### src/rtl/mul_datapath.sv
// mul_datapath: shift-add multiplier datapath driven by an external control FSM.
//
// Ports:
//   clk, rst        - single clock, synchronous active-high reset
//   load            - capture mcand/mplier, clear accumulator and counter
//   ad              - add multiplicand into the accumulator upper half
//   Sh              - shift accumulator right by one, advance counter
//   done            - latch accumulator into the product register
//   mcand, mplier   - WIDTH-bit operands, sampled on load
//   m               - current multiplier bit (ACC[0])
//   k               - last shift flag (cnt == WIDTH-1)
//   product         - registered 2*WIDTH-bit unsigned product
//   product_valid   - product holds the latest completed result
module mul_datapath #(
  parameter  int WIDTH = 4,
  localparam int CW    = $clog2(WIDTH)
) (
  input  logic                 clk,
  input  logic                 rst,
  input  logic                 load,
  input  logic                 ad,
  input  logic                 Sh,
  input  logic                 done,
  input  logic [WIDTH-1:0]     mcand,
  input  logic [WIDTH-1:0]     mplier,
  output logic                 m,
  output logic                 k,
  output logic [2*WIDTH-1:0]   product,
  output logic                 product_valid
);

  logic [WIDTH-1:0]   mc_q,   mc_d;
  logic [2*WIDTH:0]   acc_q,  acc_d;
  logic [CW-1:0]      cnt_q,  cnt_d;
  logic [2*WIDTH-1:0] prod_q, prod_d;
  logic               pv_q,   pv_d;

  logic [WIDTH:0]     sum;
  logic [CW-1:0]      cnt_inc;

  assign sum = {1'b0, acc_q[2*WIDTH-1:WIDTH]} + {1'b0, mc_q};

  // Explicit wrap on the last shift keeps the counter correct when WIDTH
  // is not a power of two.
  assign cnt_inc = k ? '0 : cnt_q + CW'(1);

  assign m = acc_q[0];
  assign k = (cnt_q == CW'(WIDTH - 1));

  always_comb begin
    mc_d   = mc_q;
    acc_d  = acc_q;
    cnt_d  = cnt_q;
    prod_d = prod_q;
    pv_d   = pv_q;

    if (load) begin
      mc_d  = mcand;
      acc_d = {{(WIDTH + 1){1'b0}}, mplier};
      cnt_d = '0;
      pv_d  = 1'b0;
    end else if (ad && Sh) begin
      acc_d = {sum, acc_q[WIDTH-1:0]} >> 1;
      cnt_d = cnt_inc;
    end else if (ad) begin
      acc_d = {sum, acc_q[WIDTH-1:0]};
    end else if (Sh) begin
      acc_d = acc_q >> 1;
      cnt_d = cnt_inc;
    end

    // done uses the pre-update accumulator and overrides load's clear of valid.
    if (done) begin
      prod_d = acc_q[2*WIDTH-1:0];
      pv_d   = 1'b1;
    end
  end

  always_ff @(posedge clk) begin
    if (rst) begin
      mc_q   <= '0;
      acc_q  <= '0;
      cnt_q  <= '0;
      prod_q <= '0;
      pv_q   <= 1'b0;
    end else begin
      mc_q   <= mc_d;
      acc_q  <= acc_d;
      cnt_q  <= cnt_d;
      prod_q <= prod_d;
      pv_q   <= pv_d;
    end
  end

  assign product       = prod_q;
  assign product_valid = pv_q;

endmodule

### config.mk
export PLATFORM = sky130hd
export DESIGN_NAME = mul_datapath
export DESIGN_NICKNAME = d
export VERILOG_FILES = /design/src/rtl/mul_datapath.sv
export SDC_FILE = /design/constraint.sdc
export NUM_CORES = 1
export LEC_CHECK = 0
export CAP_MARGIN = 20
export CORE_MARGIN = 1.5
export CORE_UTILIZATION = 25
export DETAILED_ROUTE_END_ITERATION = 6
export PLACE_DENSITY = 0.53
export SYNTH_ARGS = -nofsm -noshare
export SYNTH_HDL_FRONTEND = slang
export SYNTH_SLANG_ARGS = --single-unit
export TNS_END_PERCENT = 100
### constraint.sdc
create_clock -name clk -period 2.2 [get_ports clk]
set_input_delay 0.22 -clock clk [delete_from_list [all_inputs] [get_ports clk]]
set_output_delay 0.22 -clock clk [all_outputs]
set_load 0.02 [all_outputs]
==> out/results.ini, run 1 <==
[route]
firstDrtPassIters=4
num_vias=909
routed-wl-met3_um=137
drt-total-wl_mm=2.49
drt_iter0_drc=31
routedWlPerCell_um=12.9
postRouteAntennaNets=0
wl_met1_mm=1.17
highest_layer=met4
post-route-drc-count=0
dr_wl_met2_mm=1.16
via_per_inst=4.71

[final_layout]
final_common_cell=nor2_1
final_cell_mix=nor2_1 (25), dfxtp_1 (24), clkdlybuf4s50_1 (24)
fin_area_sq_um=1470
areaGrowthSynthToFinish_pct=29.2
fin_cells=193
antenna_cells=0
fin_util=0.337
layout.nets=163
drive_above_1_share=0.0638

[clock_network]
cts_hold_buf=0
cts_resized=0
post_cts_buffers=0
clk_pin_slew_ns=0.08
cts_tree=built
clock_path_buffers=2
clock_latency_ns=0.27
htreeDepth=1
root_buffer=clkbuf_8
numCtsBuffers=3
clock-sinks=24

[floorplan]
row_count=24
core_area_sq_um=4350
dieArea_sq_um=4960
die_w_um=70.5
io_pins=25
start_util=0.261
die_y_um=70.5

[setup_path]
arrival_ns=1.91
critical_path_class=reg -> reg
crit_slowest_cell=mux4_2
cpPeakStageDelay_ns=0.47
worstReg2RegStart=acc_q[4]$_SDFFE_PP0P_
startpoint_type=register
end_kind=register
crit_chain=ha_1, fa_1, mux4_2, nor2b_1
critPathLaunch=acc_q[4]$_SDFFE_PP0P_
cp_max_fo=4
reg2regPathDepth=4
cp.required_ns=2.35

[logic_synthesis]
synth_seq_area_share=0.422
synth_top_area_cell=dfxtp_1
ys_seq_elements=24
yosys_warnings=0
synthTopCellsByArea=dfxtp_1 (42%), mux2i_1 (15%), nor2_1 (8.3%), ha_1 (5.5%), a211oi_1 (4.0%)
synth_area_per_cell_sq_um=9.64
netlist_area_sq_um=1140
synth_nets=138
syn_inst=118
ys_types=28
synth_top_area_frac=0.422

[power]
clkPwrFrac=0.297
powerDensity_nw_per_um2=588
p_int_uw=648
pwr-share-comb=0.163
p_sw_uw=216
peakVddDrop_mv=0.288
leakage_nw=0.612
swShare=0.250
power_frac_seq=0.540

[timing]
post-route-min-period_ns=1.76
fmax_mhz=568
setup_viol=0
hold_viol_final=0
worstMarginPinSlew_ns=0.551
slew_headroom=0.632
fin_worst_skew_ns=0.00372
rsz0062_at_grt=false
maxSlewViolCount=0
setup_tns_ns=0
finalCritPeriodShare=0.800

[placement]
post-place-cells=190
dp_hpwl_mm=1.88
gp_congestion=0.823
placed_area_sq_um=1430
io_buffer_count=24

[global_routing]
track_usage=0.108
grt_max_degree=22
grt_pass1_wl_mm=4.26
grt.overflow.total=0
grt_pass1_vias=892
antenna_found_initial=0

[worst_hold_path]
hold_path.class=reg -> reg
holdCritStartpoint=product[2]$_SDFFE_PP0P_
hold-path-cell-count=2

[outcome]
outcome=finished, final reports clean

[flow_run]
maxCapViolCount=0

## flip-flops by register name (all words and copies together), names as in the netlist
register	flops
product	8
cnt_q	2
acc_q	9
mc_q	4
product_valid	1
## metrics by stage
stage / hold WS (ns) / setup slack [ns] / total power [mW]
floorplan: 0.363 / 0.559 / 0.562
global placement: 0.471 / 0.498 / 0.613
detailed placement: 0.482 / 0.448 / 0.618
CTS: 0.512 / 0.429 / 0.879
global route: 0.538 / 0.385 / 0.920
finish: 0.503 / 0.439 / 0.864
## synth_stat cells
cell / number
a311o_1: 2
mux2i_1: 17
a31oi_1: 1
and2_1: 1
buf_2: 6
nand2_1: 1
dfxtp_1: 24
ha_1: 5
clkbuf_1: 1
nand2b_1: 1
a2111oi_1: 1
a211oi_1: 6
or2_0: 1
inv_2: 1
mux4_2: 1
o221ai_1: 1
inv_1: 1
fa_1: 1
a311oi_1: 1
nand3b_1: 1
and4b_1: 1
nor2_1: 25
a21oi_1: 8
nor2b_1: 4
a21o_1: 1
buf_6: 1
xnor2_1: 1
nor3_1: 3
## logic make-up after synthesis
family / synth area share
DFF: 0.422
and+or+nand+nor: 0.153
adders and majority gates: 0.0726
xor gates and xnor gates: 0.00770
muxes: 0.169
AOI/OAI and AO/OA: 0.129
buffers and inverters: 0.0462
## power groups by stage
stage	Clock [mW]	Sequential, mW	Combinational, mW
after global routing	0.296	0.469	0.155
after detailed placement	0	0.477	0.141
after global placement	0	0.476	0.137
after floorplan	0	0.480	0.0814
final	0.256	0.466	0.141
after CTS	0.270	0.467	0.142
## per-layer routing
metal	vias to the layer above	global-route usage
met3	5	0.0361
met1	422	0.140
met5	-	0
li1	464	-
met4	0	0.0256
met2	18	0.174
## final cells by class
type | count | area (sq um)
fillers | 436 | 2890
repair buffers | 28 | 270
inverters | 2 | 7.51
multi-input cells | 84 | 604
flip-flops and latches | 24 | 480
clock buffers | 3 | 41.3
well taps | 52 | 65.1
## worst max-delay path, delay by kind of cell, from the launching register on
kind / cells / cell delay, ns
flip-flops: 1 / 0.38
adder cells (fa/ha/maj): 2 / 0.65
multiplexers: 1 / 0.47
AND/OR/NAND/NOR: 1 / 0.14
## final timing paths
check                            endpoint  slack, ns
hold / removal    product[2]$_SDFFE_PP0P_       0.50
setup / recovery    acc_q[4]$_SDFFE_PP0P_       0.44
setup reg to reg    acc_q[4]$_SDFFE_PP0P_       0.44
hold reg to reg   product[2]$_SDFFE_PP0P_       0.50
Power figures use the tool's default switching activity.
==> run 2, diff against run 1 <==
--- a/config.mk
+++ b/config.mk
@@ -9,7 +9,7 @@
 export CORE_MARGIN = 1.5
 export CORE_UTILIZATION = 25
 export DETAILED_ROUTE_END_ITERATION = 6
-export PLACE_DENSITY = 0.53
+export PLACE_DENSITY = 0.55
 export SYNTH_ARGS = -nofsm -noshare
 export SYNTH_HDL_FRONTEND = slang
 export SYNTH_SLANG_ARGS = --single-unit
==> constraint.sdc (replaced) <==
create_clock -name clk -period 1.47 [get_ports clk]
set_input_delay 0.147 -clock clk [delete_from_list [all_inputs] [get_ports clk]]
set_output_delay 0.147 -clock clk [all_outputs]
set_load 0.02 [all_outputs]
==> out/results.ini, run 2 (synthesis gave the netlist of run 1 again) <==
[outcome]
outcome=complete, but fails checks
violations=setup timing

[floorplan]
dieArea_sq_um=4960  ; unchanged
die_y_um=70.5  ; unchanged
die_w_um=70.5  ; unchanged
row_count=24  ; unchanged
core_area_sq_um=4350  ; unchanged
io_pins=25  ; unchanged
start_util=0.261  ; unchanged

[timing]
fin_worst_skew_ns=0.0108  ; +0.00712 ns
post-route-min-period_ns=1.65  ; -0.109 ns
finalWorstSetupSlack_ns=-0.182  ; -0.621 ns
finalCritPeriodShare=1.12  ; +0.323
worstMarginPinSlew_ns=0.282  ; -0.269 ns
rsz0062_at_grt=true
setup_viol=4  ; +4
fmax_mhz=605  ; +6.6%
slew_headroom=0.812  ; +0.181
hold_viol_final=0  ; unchanged
maxSlewViolCount=0  ; unchanged
setup_tns_ns=-0.434  ; -0.434 ns

[setup_path]
startpoint_type=register
end_kind=register
cp_max_fo=2  ; -2
crit_chain=ha_4, fa_2, mux4_2, nor2b_1
crit_slowest_cell=mux4_2
cpPeakStageDelay_ns=0.46  ; about the same
critPathLaunch=mc_q[0]$_SDFFE_PP0P_
critical_path_class=reg -> reg
arrival_ns=1.83  ; -0.08 ns
cp.required_ns=1.64  ; -0.71 ns
worstReg2RegStart=mc_q[0]$_SDFFE_PP0P_
reg2reg_slack_ns=-0.18  ; -0.62 ns

[final_layout]
drive_above_1_share=0.229  ; +0.165
fin_util=0.382  ; +0.0448
antenna_cells=0  ; unchanged
final_common_cell=nor2_1
layout.nets=174  ; +6.7%
largest_reg_flops=9  ; unchanged
top_register=acc_q
n_fill_cell=426  ; -2.3%
areaGrowthSynthToFinish_pct=46.3
final_cell_mix=nor2_1 (25), clkdlybuf4s50_1 (23), dfxtp_1 (21)

[power]
pwr-share-comb=0.170  ; +0.007
powerDensity_nw_per_um2=924  ; +57%
swShare=0.231  ; -0.0193
p_sw_uw=355  ; +64%
clkPwrFrac=0.376  ; +0.079
peakVddDrop_mv=0.467  ; +62%
power_frac_seq=0.453  ; -0.087
p_int_mw=1.18  ; +83%
leakage_nw=0.696  ; +14%
p_total_mw=1.54  ; +78%

[clock_network]
cts_tree=built
root_buffer=clkbuf_8
cts_hold_buf=0  ; unchanged
clock-sinks=24  ; unchanged
clock_latency_ns=0.27  ; about the same
numCtsBuffers=3  ; unchanged
clock_path_buffers=2  ; unchanged
htreeDepth=1  ; unchanged
clk_pin_slew_ns=0.09  ; about the same

[global_routing]
antenna_found_initial=0  ; unchanged
track_usage=0.112  ; +0.00350
grt_pass1_wl_mm=4.38  ; +2.9%
grt_pass1_vias=917  ; +2.8%
grt.overflow.total=0  ; unchanged
grt_max_degree=22  ; unchanged

[worst_hold_path]
hold_path.class=in -> reg
holdCritStartpoint=mplier[2]

[placement]
io_buffer_count=24  ; unchanged
gp_congestion=0.813  ; -1.3%
dp_hpwl_mm=1.88  ; about the same

[flow_run]
maxCapViolCount=0  ; unchanged

[route]
postRouteAntennaNets=0  ; unchanged
via_per_inst=4.68  ; -0.57%
routedWlPerCell_um=13.3  ; +3.0%
drt_iter0_drc=41  ; +32%
firstDrtPassIters=4  ; unchanged
post-route-drc-count=0  ; unchanged
num_vias=960  ; +5.6%
drt-total-wl_mm=2.72  ; +9.4%

==> run 2: cell types whose count changed in the layout (fill, tap and decap cells not counted), moves of 2 or more <==
| cell | change |
|---|---|
| ha_1 | -2 |
| dfxtp_1 | -3 |
| nor3_2 | +2 |
| buf_4 | +9 |
| dfxtp_2 | +3 |
| nor3_1 | -2 |
==> run 2: layout make-up <==
| class | count | area (sq um) | share of cell area |
|---|---|---|---|
| Clock inverter | 1 | 30.0 | 0.0180 |
| Multi-Input combinational cell | 84 | 668 | 0.402 |
| Timing Repair Buffer | 39 | 368 | 0.221 |
| Tap cell | 52 | 65.1 | 0.0391 |
| Sequential cell | 24 | 484 | 0.291 |
| Inverter | 2 | 7.51 | 0.00451 |
| Clock buffer | 3 | 41.3 | 0.0248 |
==> run 2: power groups by stage <==
| stage | Combinational (mW) | Clock (mW) | Sequential, mW |
|---|---|---|---|
| floorplan | 0.122 | 0 | 0.719 |
| global placement | 0.228 | 0 | 0.709 |
| detailed placement | 0.233 | 0 | 0.711 |
| CTS | 0.251 | 0.607 | 0.698 |
| global route | 0.281 | 0.628 | 0.702 |
| finish | 0.262 | 0.579 | 0.698 |
==> run 2: worst paths after layout <==
kind,endpoint,depth (start not counted)
worst max-delay path,acc_q[4]$_SDFFE_PP0P_,4
worst min-delay path,acc_q[2]$_SDFFE_PP0P_,3
worst max register to register,acc_q[4]$_SDFFE_PP0P_,4
worst min register to register,product[5]$_SDFFE_PP0P_,2
==> run 2: layer usage <==
layer	routed length (um)	GRT usage
met1	1280	0.137
met2	1340	0.187
met3	67	0.0274
met4	34	0.0449
met5	0	0
==> run 2: what timing repair did <==
action                                  CTS  global route
endpoints found under the setup margin    6             5
pin swaps                                 6             3
resized for setup                         8             7
gates cloned                              0             0
buffers inserted                          3             0
==> run 2: per-stage QoR <==
step           instance area (sq um)  std cells  worst slack, ns  hold WS (ns)
2_1_floorplan                   1140        118           -0.159         0.290
3_3_place_gp                    1500        198           -0.168         0.471
3_5_place_dp                    1500        198           -0.214         0.485
4_1_cts                         1630        205           -0.187         0.479
5_1_grt                         1660        205           -0.214         0.492
6_report                        1660        205           -0.182         0.484
==> run 2: worst max-delay path, delay by kind of cell (launching register included) <==
kind | cells | cell delay [ns]
simple gates | 1 | 0.13
flops | 1 | 0.35
mux | 1 | 0.46
fa+ha+maj | 2 | 0.62
